--- config.mk ---
export PLATFORM = sky130hd
export DESIGN_NAME = branch_hazard_ctrl
export DESIGN_NICKNAME = d
export VERILOG_FILES = /design/src/rtl/branch_hazard_ctrl_pkg.sv /design/src/rtl/sat_counter.sv /design/src/rtl/branch_hazard_ctrl.sv
export SDC_FILE = /design/constraint.sdc
export NUM_CORES = 1
export LEC_CHECK = 0
export ABC_AREA = 1
export CORE_MARGIN = 2
export CORE_UTILIZATION = 47
export DETAILED_ROUTE_END_ITERATION = 12
export GPL_TIMING_DRIVEN = 1
export HOLD_SLACK_MARGIN = 0.12
export PLACE_DENSITY_LB_ADDON = 0.3
export SYNTH_ARGS = -nofsm -noshare
export SYNTH_HDL_FRONTEND = slang
export SYNTH_SLANG_ARGS = --single-unit
--- constraint.sdc ---
create_clock -name clk -period 3.45 [get_ports clk]
set_clock_uncertainty 0.1 [all_clocks]
set_input_delay 0.8625 -clock clk [delete_from_list [all_inputs] [get_ports clk]]
set_output_delay 0.8625 -clock clk [all_outputs]
set_load 0.01 [all_outputs]
--- src/rtl/branch_hazard_ctrl_pkg.sv ---
// branch_hazard_ctrl_pkg: shared encodings for ID-stage branch hazard control.
package branch_hazard_ctrl_pkg;
  localparam logic [1:0] FWD_REG = 2'b00;
  localparam logic [1:0] FWD_EXMEM = 2'b01;
  localparam logic [4:0] REG_ZERO = 5'd0;
  typedef enum logic {RESOLVE = 1'b0, STALL = 1'b1} state_t;
  // $0 is hardwired, so it can never be a real producer for the branch.
  function automatic logic reg_match(input logic [4:0] dst, input logic [4:0] rs, input logic [4:0] rt);
    return (dst != REG_ZERO) && ((dst == rs) || (dst == rt));
  endfunction
endpackage

--- src/rtl/sat_counter.sv ---
// sat_counter: saturating up-counter with a freeze input.
module sat_counter #(
  parameter int W = 16
) (
  input  logic         clk,
  input  logic         reset_n,
  input  logic         inc,
  input  logic         hold,
  output logic [W-1:0] cnt
);
  logic [W-1:0] r_cnt;
  always_ff @(posedge clk or negedge reset_n) begin
    if (!reset_n) r_cnt <= '0;
    else if (inc && !hold && r_cnt != '1) r_cnt <= r_cnt + 1'b1;
  end
  assign cnt = r_cnt;
endmodule

--- src/rtl/branch_hazard_ctrl.sv ---
// branch_hazard_ctrl: ID-stage branch stall, forward-select and flush sequencing.
module branch_hazard_ctrl
  import branch_hazard_ctrl_pkg::*;
#(
  parameter int CNT_W = 16
) (
  input  logic             clk,
  input  logic             reset_n,
  input  logic             Branch,
  input  logic             BranchNot,
  input  logic [4:0]       rsAddr,
  input  logic [4:0]       rtAddr,
  input  logic             ex_reg_write,
  input  logic             ex_mem_read,
  input  logic [4:0]       ex_dst_addr,
  input  logic             mem_reg_write,
  input  logic             mem_mem_read,
  input  logic [4:0]       mem_dst_addr,
  input  logic             cmp_equal,
  input  logic             hold_in,
  output logic [1:0]       fwd_sel_a,
  output logic [1:0]       fwd_sel_b,
  output logic             stall,
  output logic             branch_taken,
  output logic             ifid_flush,
  output logic [CNT_W-1:0] stall_cnt,
  output logic [CNT_W-1:0] taken_cnt
);
  state_t     r_state, w_state_nxt;
  logic [1:0] r_stall_left, w_stall_left_nxt, w_need;
  logic       w_ex_hit, w_mem_load_hit, w_stall, w_resolve, w_mem_fwd;

  assign w_ex_hit       = ex_reg_write && reg_match(ex_dst_addr, rsAddr, rtAddr);
  assign w_mem_load_hit = mem_mem_read && reg_match(mem_dst_addr, rsAddr, rtAddr);
  assign w_need         = w_ex_hit ? (ex_mem_read ? 2'd2 : 2'd1) : (w_mem_load_hit ? 2'd1 : 2'd0);

  always_comb begin
    w_state_nxt      = r_state;
    w_stall_left_nxt = r_stall_left;
    w_stall          = 1'b0;
    if (r_state == STALL) begin
      w_stall          = 1'b1;
      w_stall_left_nxt = r_stall_left - 2'd1;
      w_state_nxt      = (r_stall_left == 2'd1) ? RESOLVE : STALL;
    end else if (Branch && w_need != 2'd0) begin
      w_stall          = 1'b1;
      w_stall_left_nxt = w_need - 2'd1;
      w_state_nxt      = (w_need == 2'd1) ? RESOLVE : STALL;
    end
  end

  always_ff @(posedge clk or negedge reset_n) begin
    if (!reset_n) begin
      r_state      <= RESOLVE;
      r_stall_left <= 2'd0;
    end else if (!hold_in) begin
      r_state      <= w_state_nxt;
      r_stall_left <= w_stall_left_nxt;
    end
  end

  // Outputs are gated by reset_n so they drop the moment reset asserts.
  assign w_resolve    = reset_n && r_state == RESOLVE && Branch && w_need == 2'd0;
  assign w_mem_fwd    = w_resolve && mem_reg_write && !mem_mem_read && mem_dst_addr != REG_ZERO;
  assign fwd_sel_a    = (w_mem_fwd && mem_dst_addr == rsAddr) ? FWD_EXMEM : FWD_REG;
  assign fwd_sel_b    = (w_mem_fwd && mem_dst_addr == rtAddr) ? FWD_EXMEM : FWD_REG;
  assign stall        = reset_n && w_stall;
  assign branch_taken = w_resolve && !hold_in && (cmp_equal ^ BranchNot);
  assign ifid_flush   = branch_taken;

  sat_counter #(.W(CNT_W)) u_stall_cnt (
    .clk(clk), .reset_n(reset_n), .inc(stall), .hold(hold_in), .cnt(stall_cnt)
  );
  sat_counter #(.W(CNT_W)) u_taken_cnt (
    .clk(clk), .reset_n(reset_n), .inc(branch_taken), .hold(hold_in), .cnt(taken_cnt)
  );
endmodule

==> results.py <==
metrics = {
    "synthesis": {
        "ys_types": 26,
        "synthCells": 302,
        "yosys_warnings": 0,
        "synthesis.area_um2": 2280,
        "syn_avg_cell_area_um2": 7.56,
        "synth-seq-cells": 35,
        "synth-seq-area-share": 0.384,
    },
    "critical_path": {
        "ff2ff_path_depth": 8,
        "path_max_fanout": 2,
        "start_kind": "input pin",
        "worstPathRequired_ns": 2.49,
        "r2r_start": "r_state",
        "crit_arrival_ns": 2.41,
        "rrSetupSlack_ns": 1.60,
        "endpoint_kind": "output port",
        "regToRegEndpoint": "u_taken_cnt.cnt[3]",
        "path_class": "input pin to output port",
    },
    "timing": {
        "hold_viol_final": 0,
        "fin_crit_ns": 3.38,
        "timing.hold.ws_ns": 0.411,
        "post-route-period-util": 0.978,
        "fmax_mhz": 296,
        "slew_viol_final": 0,
        "finalSetupViolations": 0,
    },
    "clock_tree": {
        "clk_pin_slew_ns": 0.07,
        "htree_levels": 2,
        "cts_root_buffer": "clkbuf_8",
        "clock-sinks": 35,
        "clk_latency_ns": 0.29,
        "cts_buffer_depth": 2,
        "holdBufCountCts": 0,
        "cts_tree": "built",
        "numCtsBuffers": 5,
    },
    "power": {
        "power_switching_uw": 407,
        "power_frac_seq": 0.389,
        "p_per_area_nw_per_um2": 407,
        "intPower_uw": 950,
        "combPwrFrac": 0.285,
        "vdd_drop_max_uv": 315,
        "p_clk_frac": 0.325,
        "p_leak_nw": 1.70,
        "switching_share": 0.300,
        "total_power_mw": 1.36,
    },
    "floorplan": {
        "coreArea_um2": 4690,
        "start_util": 0.486,
        "die_y_um": 73.7,
        "num_rows": 25,
        "die_w_um": 73.7,
        "die_area_um2": 5430,
        "io_pins": 69,
    },
    "detailed_routing": {
        "drtIter0Drc": 73,
        "drt-pass1-iter-count": 4,
        "wl_per_cell_um": 12.6,
        "post_drt_via_cell_ratio": 4.82,
        "vias": 2209,
        "wl_mm": 5.75,
        "ant_nets": 0,
        "drc_errors": 0,
    },
    "place": {
        "hpwl_mm": 4.14,
        "io_buffers": 66,
        "post_dp_cell_area_um2": 3140,
        "gp_congestion": 0.869,
    },
    "worst_hold_path": {
        "worstHoldStart": "u_taken_cnt.cnt[9]",
        "min_to": "u_taken_cnt.cnt[9]",
        "hold_path_depth": 1,
        "hp-class": "flip-flop to flip-flop",
    },
    "global_routing": {
        "grt_usage": 0.221,
        "grt_start_max_net_pins": 36,
        "overflow": 0,
        "antenna_found_initial": 0,
        "grt_pass1_wl_mm": 9.25,
        "grt_pass1_vias": 2174,
    },
    "final_layout": {
        "drive_gt1_frac": 0.275,
        "n_fill_cell": 388,
        "nets": 438,
        "diodes": 0,
        "area_delta_synth_final_pct": 46.2,
        "utilization": 0.711,
        "final_area_um2": 3340,
    },
    "run": {
        "cap_viol_max_count": 0,
    },
    "outcome": {
        "status": "finished, final reports clean",
    },
}
[final cells by class]
type | count | area, um2 | share of cell area
inverter | 47 | 176 | 0.0529
tap | 54 | 67.6 | 0.0202
clock inverter | 3 | 67.6 | 0.0202
clock buffer | 5 | 68.8 | 0.0206
timing repair buffer | 96 | 766 | 0.229
sequential | 35 | 876 | 0.262
multi-input combinational | 218 | 1320 | 0.394
[stage by stage]
stage	instances	worst slack [ns]	setup TNS (ns)
floorplan	303	0.241	0
global placement	440	-0.828	-4.84
CTS	458	0.00121	0
finish	458	0.0743	0
global route	458	-0.0618	-0.0619
detailed placement	440	-0.911	-6.49
[logic make-up after synthesis]
group	Yosys count	synth area share
xor gates and xnor gates	35	0.134
adders and majority gates	5	0.0274
AOI/OAI and AO/OA	8	0.0203
and+or+nand+nor	168	0.345
buffers and inverters	50	0.0872
DFF	35	0.384
other	1	0.00164
[metal layers]
| metal | vias to the layer above | track usage | wire length (um) |
|---|---|---|---|
| li1 | 1128 | - | - |
| met5 | - | 0 | 0 |
| met4 | 0 | 0.0808 | 116 |
| met2 | 47 | 0.381 | 2850 |
| met3 | 13 | 0.0466 | 290 |
| met1 | 1021 | 0.270 | 2490 |
[cells in the mapped netlist, drive strengths merged]
master	n	area share
a21oi	3	0.0066
a31oi	2	0.0055
buf	3	0.0099
conb	1	0.0016
dfrtp	35	0.38
ha	5	0.027
inv	47	0.077
nand2	88	0.15
nand3	18	0.039
nand4	8	0.029
nor2	39	0.073
nor3	12	0.036
nor3b	1	0.0055
nor4	1	0.0027
nor4b	1	0.0066
o21ai	3	0.0082
xnor2	18	0.069
xor2	17	0.065
[how the worst max path moves through the flow]
stage,startpoint,endpoint,cells past startpoint
3_5_place_dp,ex_dst_addr[4],fwd_sel_a[0],15
4_1_cts,mem_dst_addr[4],stall,14
5_1_grt,mem_dst_addr[2],stall,16
3_3_place_gp,ex_dst_addr[4],fwd_sel_b[0],15
6_report,mem_mem_read,stall,12
2_1_floorplan,ex_dst_addr[3],ifid_flush,12
[sequential cells by signal, summed over array words and instances (netlist names)]
name,flops
r_stall_left,2
u_stall_cnt.cnt,16
u_taken_cnt.cnt,16
r_state,1
[placed cells by master (no fill, tap or decap), types with 7 or more instances in the layout]
cell	n
dfrtp_1	35
clkdlybuf4s50_1	40
nand4_1	7
clkbuf_2	11
inv_2	10
nor2_1	25
nor3_1	9
xor2_1	17
nand3_1	14
buf_2	11
nand2_1	79
inv_1	37
xnor2_1	17
nor2_2	12
buf_4	34
[power groups by stage]
| stage | Sequential, mW | Combinational, mW | Clock, mW |
|---|---|---|---|
| 6_report | 0.528 | 0.387 | 0.442 |
| 5_1_grt | 0.538 | 0.430 | 0.469 |
| 4_1_cts | 0.528 | 0.381 | 0.452 |
| 3_5_place_dp | 0.534 | 0.370 | 0 |
| 3_3_place_gp | 0.531 | 0.361 | 0 |
| 2_1_floorplan | 0.542 | 0.165 | 0 |
[critical path: stages]
cell             delay (ns)
clkdlybuf4s50_1        0.49
nand2_1                0.06
inv_1                  0.06
nand2_1                0.07
nand2_2                0.09
nand2_4                0.06
ha_4                   0.17
buf_4                  0.14
nor2_4                 0.08
inv_1                  0.06
a21oi_2                0.13
buf_2                  0.15
[what timing repair did]
action / 4_1_cts / 5_1_grt
pin swaps: 14 / 22
endpoints found under the setup margin: 5 / 5
buffers inserted: 10 / 0
resized for setup: 68 / 59
(Power assumes the default switching activity.)
